File: config.mk
export PLATFORM = sky130hd
export DESIGN_NAME = stack_ctrl
export DESIGN_NICKNAME = d
export VERILOG_FILES = /design/src/rtl/stack_ctrl_pkg.sv /design/src/rtl/stack_pointer.sv /design/src/rtl/stack_ctrl.sv
export SDC_FILE = /design/constraint.sdc
export NUM_CORES = 1
export LEC_CHECK = 0
export ABC_AREA = 1
export CORE_AREA = 3 3 58 60
export CTS_BUF_LIST = sky130_fd_sc_hd__clkbuf_16
export CTS_CLUSTER_DIAMETER = 40
export DETAILED_ROUTE_END_ITERATION = 8
export DIE_AREA = 0 0 61 63
export GPL_TIMING_DRIVEN = 1
export PLACE_DENSITY_LB_ADDON = 0.3
export SETUP_SLACK_MARGIN = 0.4
export SYNTH_ARGS = -nofsm -noshare
export SYNTH_HDL_FRONTEND = slang
export SYNTH_SLANG_ARGS = --single-unit
File: constraint.sdc
create_clock -name clk -period 2.91 [get_ports clk]
set_clock_uncertainty 0.15 [all_clocks]
set_input_delay 0.7275 -clock clk [delete_from_list [all_inputs] [get_ports clk]]
set_output_delay 0.7275 -clock clk [all_outputs]
set_load 0.02 [all_outputs]
File: src/rtl/stack_ctrl_pkg.sv
`default_nettype none
// ============================================================================
//  Module      : stack_ctrl_pkg
//  Description : Shared types and constants for the stack memory sequencer.
//                Holds the FSM state encoding, the latched-request opcode
//                encoding and the default word width / depth.
//  Revision    : 1.0 - initial release
// ============================================================================
package stack_ctrl_pkg;

  localparam int STACK_DATA_W = 8;
  localparam int STACK_DEPTH  = 8;

  typedef enum logic [2:0] {
    IDLE    = 3'd0,
    PUSH_WR = 3'd1,
    RD      = 3'd2,
    CAP     = 3'd3,
    DONE    = 3'd4
  } state_t;

  typedef enum logic [1:0] {
    OP_PUSH = 2'd0,
    OP_POP  = 2'd1,
    OP_TOS  = 2'd2
  } op_t;

endpackage
`default_nettype wire

File: src/rtl/stack_pointer.sv
`default_nettype none
// ============================================================================
//  Module      : stack_pointer
//  Description : Up/down entry counter for the stack, with full/empty decode.
//                The count saturates at 0 and DEPTH, so it never wraps.
//  Ports       : clk   - system clock, rising edge
//                rst   - asynchronous, active-low reset
//                inc   - add one entry (ignored when full)
//                dec   - remove one entry (ignored when empty)
//                sp    - number of stored entries, 0..DEPTH
//                full  - sp == DEPTH
//                empty - sp == 0
//  Revision    : 1.0 - initial release
// ============================================================================
module stack_pointer
  import stack_ctrl_pkg::*;
#(
  parameter int DEPTH  = STACK_DEPTH,
  parameter int ADDR_W = 3
) (
  input  logic              clk,
  input  logic              rst,
  input  logic              inc,
  input  logic              dec,
  output logic [ADDR_W:0]   sp,
  output logic              full,
  output logic              empty
);

  localparam logic [ADDR_W:0] c_depth = (ADDR_W+1)'(DEPTH);
  localparam logic [ADDR_W:0] c_one   = (ADDR_W+1)'(1);

  logic [ADDR_W:0] r_sp;

  always_ff @(posedge clk or negedge rst) begin
    if (!rst) begin
      r_sp <= '0;
    end else if (inc && !full) begin
      r_sp <= r_sp + c_one;
    end else if (dec && !empty) begin
      r_sp <= r_sp - c_one;
    end
  end

  assign sp    = r_sp;
  assign full  = (r_sp == c_depth);
  assign empty = (r_sp == '0);

endmodule
`default_nettype wire

File: src/rtl/stack_ctrl.sv
`default_nettype none
// ============================================================================
//  Module      : stack_ctrl
//  Description : Stack memory sequencer. Accepts push/pop/tos requests in
//                IDLE, drives a synchronous-read stack RAM, owns the stack
//                pointer and sticky overflow/underflow flags, and returns
//                popped / top-of-stack data with a one-cycle done pulse.
//  Ports       : clk, rst (async active-low)
//                push/pop/tos - requests, sampled only in IDLE (pop>push>tos)
//                clr_err      - clears overflow/underflow (new error wins)
//                din / dout   - push data in / registered pop-tos result
//                busy, done   - state != IDLE / completion pulse
//                full, empty, overflow, underflow, sp - status
//                mem_addr, mem_wdata, mem_we, mem_rdata - stack RAM port
//  Revision    : 1.0 - initial release
// ============================================================================
module stack_ctrl
  import stack_ctrl_pkg::*;
#(
  parameter int DATA_W = STACK_DATA_W,
  parameter int DEPTH  = STACK_DEPTH,
  parameter int ADDR_W = 3
) (
  input  logic              clk,
  input  logic              rst,
  input  logic              push,
  input  logic              pop,
  input  logic              tos,
  input  logic              clr_err,
  input  logic [DATA_W-1:0] din,
  output logic [DATA_W-1:0] dout,
  output logic              busy,
  output logic              done,
  output logic              full,
  output logic              empty,
  output logic              overflow,
  output logic              underflow,
  output logic [ADDR_W:0]   sp,
  output logic [ADDR_W-1:0] mem_addr,
  output logic [DATA_W-1:0] mem_wdata,
  output logic              mem_we,
  input  logic [DATA_W-1:0] mem_rdata
);

  localparam logic [ADDR_W-1:0] c_addr_one = ADDR_W'(1);

  state_t              r_state;
  state_t              w_state_nxt;
  op_t                 r_op;
  op_t                 w_op_nxt;
  logic [DATA_W-1:0]   r_wdata;
  logic [DATA_W-1:0]   w_wdata_nxt;
  logic [DATA_W-1:0]   r_dout;
  logic                r_ovf;
  logic                r_udf;
  logic                w_set_ovf;
  logic                w_set_udf;
  logic                w_inc;
  logic                w_dec;
  logic                w_full;
  logic                w_empty;
  logic [ADDR_W:0]     w_sp;
  logic [ADDR_W-1:0]   w_rd_addr;
  logic [ADDR_W-1:0]   w_mem_addr;

  // Pointer moves only from decoded states, so a reset in PUSH_WR/RD
  // cannot leave a half-finished pointer update behind.
  assign w_inc = (r_state == PUSH_WR);
  assign w_dec = (r_state == RD) && (r_op == OP_POP);

  stack_pointer #(
    .DEPTH  (DEPTH),
    .ADDR_W (ADDR_W)
  ) u_stack_pointer (
    .clk   (clk),
    .rst   (rst),
    .inc   (w_inc),
    .dec   (w_dec),
    .sp    (w_sp),
    .full  (w_full),
    .empty (w_empty)
  );

  // Top entry lives at sp-1; modulo-DEPTH arithmetic on the low bits gives
  // DEPTH-1 when sp == DEPTH.
  assign w_rd_addr = w_sp[ADDR_W-1:0] - c_addr_one;

  always_ff @(posedge clk or negedge rst) begin
    if (!rst) begin
      r_state <= IDLE;
      r_op    <= OP_PUSH;
      r_wdata <= '0;
      r_dout  <= '0;
      r_ovf   <= 1'b0;
      r_udf   <= 1'b0;
    end else begin
      r_state <= w_state_nxt;
      r_op    <= w_op_nxt;
      r_wdata <= w_wdata_nxt;
      if (r_state == CAP) begin
        r_dout <= mem_rdata;
      end
      // A new error in the same cycle as clr_err leaves the flag set.
      r_ovf <= w_set_ovf | (r_ovf & ~clr_err);
      r_udf <= w_set_udf | (r_udf & ~clr_err);
    end
  end

  always_comb begin
    w_state_nxt = r_state;
    w_op_nxt    = r_op;
    w_wdata_nxt = r_wdata;
    w_set_ovf   = 1'b0;
    w_set_udf   = 1'b0;
    case (r_state)
      IDLE: begin
        if (pop) begin
          if (w_empty) begin
            w_set_udf   = 1'b1;
            w_state_nxt = DONE;
          end else begin
            w_op_nxt    = OP_POP;
            w_state_nxt = RD;
          end
        end else if (push) begin
          if (w_full) begin
            w_set_ovf   = 1'b1;
            w_state_nxt = DONE;
          end else begin
            w_op_nxt    = OP_PUSH;
            w_wdata_nxt = din;
            w_state_nxt = PUSH_WR;
          end
        end else if (tos) begin
          if (w_empty) begin
            w_set_udf   = 1'b1;
            w_state_nxt = DONE;
          end else begin
            w_op_nxt    = OP_TOS;
            w_state_nxt = RD;
          end
        end
      end
      PUSH_WR: w_state_nxt = DONE;
      RD:      w_state_nxt = CAP;
      CAP:     w_state_nxt = DONE;
      DONE:    w_state_nxt = IDLE;
      default: w_state_nxt = IDLE;
    endcase
  end

  always_comb begin
    w_mem_addr = '0;
    case (r_state)
      PUSH_WR: w_mem_addr = w_sp[ADDR_W-1:0];
      RD:      w_mem_addr = w_rd_addr;
      default: w_mem_addr = '0;
    endcase
  end

  assign mem_addr  = w_mem_addr;
  assign mem_we    = (r_state == PUSH_WR);
  assign mem_wdata = r_wdata;
  assign dout      = r_dout;
  assign busy      = (r_state != IDLE);
  assign done      = (r_state == DONE);
  assign full      = w_full;
  assign empty     = w_empty;
  assign overflow  = r_ovf;
  assign underflow = r_udf;
  assign sp        = w_sp;

endmodule
`default_nettype wire

== Yosys cells after proc, flatten, opt, wreduce, memory -nomap -nowiden ==
Cells that the tools add are included.

* Bits in registers: 27
* Input bits: 22
* Word-level logic and storage cells: 64

* Add/sub/neg operators: 3
* Eq/ne operators: 10
* Muxes and demuxes: 24
* Bitwise gates (word level): 7
* Reduce and logical (&&, ||, !) cells: 13

{| class="wikitable"
|+ Operators by type and width
! operator !! number
|-
| $mux 3 || 5
|-
| $mux 2 || 6
|-
| $mux 1 || 9
|-
| $pmux 3 s3 || 1
|-
| $mux 4 || 2
|-
| $eq 3x2->1 const B || 2
|-
| $pmux 3 s2 || 1
|-
| $reduce_bool 3->1 || 2
|-
| $reduce_and 5->1 || 1
|-
| $add 4x1->4 const B || 1
|-
| $eq 4x4->1 const B || 1
|-
| $logic_not 4->1 || 1
|-
| $ne 2x2->1 const B || 2
|-
| $ne 4x4->1 const B || 1
|-
| $reduce_and 4->1 || 1
|-
| $sub 4x1->4 const B || 1
|-
| $eq 3x1->1 const B || 1
|-
| $eq 3x3->1 const B || 1
|-
| $logic_and 1x1->1 || 3
|-
| $logic_not 3->1 || 1
|-
| $ne 3x3->1 const B || 1
|-
| $not 1->1 || 3
|-
| $sub 3x1->3 const B || 1
|-
| $and 1x1->1 || 2
|-
| other kinds (5) || 7
|}

== Longest topological paths before layout ==
* Depth after elaboration: 7
* Depth in mapped cells: 12
* Mapped depth without buffers: 12

== Cells and area by module ==
From an unflattened synthesis, not the netlist that was laid out.

* Cells, all modules: 174
* Area total of the unflattened synthesis: 1422.6 um2

{| class="wikitable"
|+ By module, submodules not included
! module !! instances !! cells an instance !! area an instance (um2) !! sequential area each (um2)
|-
| stack_ctrl || 1 || 134 || 1098.6 || 575.6
|-
| stack_pointer || 1 || 40 || 324.1 || 100.1
|}

== Worst setup path after synthesis ==
OpenSTA, ideal clock, no wires.

* Path kind: register -> output
* Start: register u_stack_pointer.r_sp[0], in the netlist u_stack_pointer.sp[0]
* End: output port mem_addr[2]
* Arrival time: 1.427 ns
* Required time: 2.033 ns
* Setup slack: 0.605 ns
* Stages on the path, launching flop included: 6
* Path buffers: 0
* Cells stage by stage: dfrtp_1 > inv_1 > ha_1 > or2_2 > nand3_1 > o21ai_0

* Cells in the longest elaborated chain, start to end: 2

{| class="wikitable"
|+ RTL lines
! element !! RTL line !! RTL
|-
| start: declaration || stack_pointer.sv:33 || <nowiki>logic [ADDR_W:0] r_sp;</nowiki>
|-
| start signal: assignment || stack_pointer.sv:39 || <nowiki>r_sp <= r_sp + c_one;</nowiki>
|-
| start signal: assignment || stack_pointer.sv:41 || <nowiki>r_sp <= r_sp - c_one;</nowiki>
|-
| $sub 3x1->3 || stack_ctrl.sv:86 || <nowiki>assign w_rd_addr = w_sp[ADDR_W-1:0] - c_addr_one;</nowiki>
|-
| $pmux 3 s2 || stack_ctrl.sv:154 || <nowiki>case (r_state)</nowiki>
|-
| end: declaration || stack_ctrl.sv:39 || <nowiki>output logic [ADDR_W-1:0] mem_addr,</nowiki>
|}

No other way between the ends.

== Final worst setup path ==
Same ends and word-level chain as after synthesis.

==> impl_results.md <==
- CP max stage cell: dfrtp_2
- RSZ-0062 raised after global routing: true
- Post-route setup slack: 0.440 ns
- Post-DP Area: around 1900 um^2
- Setup violators final: 0
- DRT iter0 DRCs: 68
- Vias in the first global route: 1187
- Async SR Flop Fraction: 100%
- Crit path DAT: 1.59 ns
- Core area: 2980 um^2
- Ys flop type: dfrtp_1
- Fin nets: 230
- Max incr delay on CP: ~0.4 ns
- Drt total wl: approximately 3000 um
- Post-Syn Area per Cell: 8.97 um^2
- Req. time, crit path: about 2.0 ns
- CTS tree: built
- CP max FO: 4
- IR drop worst, VDD: 0.000565 V
- Die span in x: between 60 and 70 um
- DRC: 0
- Via density: 5.02
- Largest net degree at the start of global routing: 28
- Fin. Hold Viols: 0
- Flop pwr share: 30.4%
- Tightest Pin Transition: 0.341 ns
- Max frequency: between 400 and 500 MHz
- Area Overhead vs Synth: 49.0%
- Psw: 926 uW
- Post-synthesis sequential area ratio: 51.9%
- Syn Nets: 171
- Commonest non-fill, non-tap cell in the layout: clkdlybuf4s50_1
- Clk buf depth: 2
- H-tree depth: 1
- Crit path capture type: output port
- Rel. slew slack: 77.3%
- Synth Warn #: 0
- Design area: 1940 um^2
- Io pins: 52
- Yosys top cell area share: between 50% and 60%
- DR WL/cell: ~13 um
- Synth Instances: 145
- Post-detail-place hpwl: 2320 um
- Post-synth EDFFs: 0
- Ranking of synthesized cells by area: dfrtp_1, nand2_1, mux2_2
- Root buffer cell: clkbuf_16
- Top cell type by total area after synthesis: dfrtp_1
- Die Y: between 60 and 70 um
- Dpl ws: around 0.22 ns
- Slew Limit Fails: 0
- Row count: 20
- Switching Share: 41.7%
- Tot Pwr: 2.22 mW
- Gr usage total: 17.4%
- IO buf count: 51
- Antenna cells: 0
- Via count: 1184
- Static leakage: 0.931 nW
- Commonest non-fill, non-tap cells in the layout: clkdlybuf4s50_1, nand2_1, dfrtp_1, inv_1, nand3_1
- TNS Setup: 0 ns
- Post-synthesis register bit count: 27
- Die area: 3840 um^2
- Grt total ovfl: 0
- Hold Path Class: reg -> reg
- Clock sinks: 27
- Worst hold slack: 0.320 ns
- Initial antenna violation count: 0
- Combinational share of power: 56.0%
- Crit path cell chain: inv_1, ha_1, or2_2, nand3_1, o21ai_0, clkbuf_2
- Unique cell type count in the Yosys netlist: 21
- Final min period: between 2 and 2.5 ns
- Internal: 1.30 mW
- Critical path type: reg -> out
- TritonRoute pass-1 iters: 4
- Gpl congestion: 0.829
- Synth Cell Area: 1300 um^2
- Power per standard cell area: between 1000 and 1500 nW/um^2
- Global-route wire length before repair: roughly 5100 um
- Clock share of power: around 14%
- Clock latency on the worst-skew pair: 0.26 ns
- Antenna viol nets, final: 0
- Starting Density: between 40% and 50%
- Reg2reg setup slack: 0.84 ns
- # fillers: about 250
- Final worst path period share: a little over four fifths
- Share of post-route cells with drive strength above 1: 15.3%
- Max cap viols: 0
- Status: complete, no violations
- Worst setup SP type: flop
- Num CTS Buffers: 3
- CTS Hold Bufs: 0
- CTS clk-pin slew, worst paths: 0.06 ns
[power groups by stage]
stage	clock (mW)	combinational, mW	sequential [mW]
CTS	0.310	1.24	0.677
global placement	0	1.23	0.667
floorplan	0	0.559	0.836
global route	0.320	1.37	0.696
detailed placement	0	1.26	0.681
finish	0.301	1.24	0.675
[synth_stat cells, types with 3 or more instances]
library cell / n
nand2_2: 3
inv_1: 17
dfrtp_1: 27
o21ai_0: 8
nand3_1: 10
nand2_1: 43
nor2_1: 8
ha_1: 3
mux2_2: 8
[cell type report]
type / instances / area (um^2) / share of cell area [%]
Sequential cell: 27 / 678 / 35.0
Clock buffer: 3 / 75.1 / 3.87
Multi-Input combinational cell: 100 / 558 / 28.8
Inverter: 18 / 67.6 / 3.48
Tap cell: 33 / 41.3 / 2.13
Timing Repair Buffer: 54 / 515 / 26.6
Clock inverter: 1 / 3.75 / 0.194
[worst max-delay path: cells and delay by family, from the launching register on]
kind                       cells  cell delay [ns]
buffers and inverters          2             0.25
and+or+nand+nor                2             0.37
DFF                            1             0.39
AOI/OAI and AO/OA              1             0.09
adders and majority gates      1             0.24
[final timing paths]
path | startpoint | cells after the start | endpoint
max | u_stack_pointer.sp[0] | 6 | mem_addr[2]
min | mem_wdata[0] | 2 | mem_wdata[0]
max reg2reg | u_stack_pointer.sp[0] | 11 | u_stack_pointer.sp[3]
min reg2reg | mem_wdata[0] | 2 | mem_wdata[0]
max in group asynchronous | rst | 2 | u_stack_pointer.sp[1]
min in group asynchronous | rst | 2 | u_stack_pointer.sp[0]
[metal layers]
metal	up-vias	global-route usage, %	routed length [um]
met5	-	0	0
li1	579	-	-
met2	40	28.7	1500
met4	0	6.23	36
met1	560	21.7	1250
met3	5	4.13	215
[stage by stage]
step / cells / util (%)
after floorplan: 145 / -
after global placement: 230 / 62.5
after detailed placement: 230 / 62.5
after CTS: 234 / 65.0
after global routing: 236 / 65.1
final: 236 / 65.1
[what timing repair did]
action                                  in CTS  in global routing
gates resized for setup                      9                 12
endpoints found under the setup margin       6                  6
cloned                                       0                  0
setup buffers                                0                  2
[sequential cells by signal, summed over array words and instances, names as in the netlist]
| name | cells |
|---|---|
| dout | 8 |
| mem_wdata | 8 |
| overflow | 1 |
| r_op | 2 |
| r_state | 3 |
| u_stack_pointer.sp | 4 |
| underflow | 1 |
[cell families after synthesis]
family	count (synthesis)	synth area share [%]
AO/OA/AOI/OAI	12	4.81
adder cells (fa/ha/maj)	4	4.42
AND/OR/NAND/NOR	74	25.4
multiplexers	8	6.92
flip-flops	27	51.9
XOR/XNOR	2	1.35
buffers and inverters	18	5.19
(Power assumes the default switching activity.)
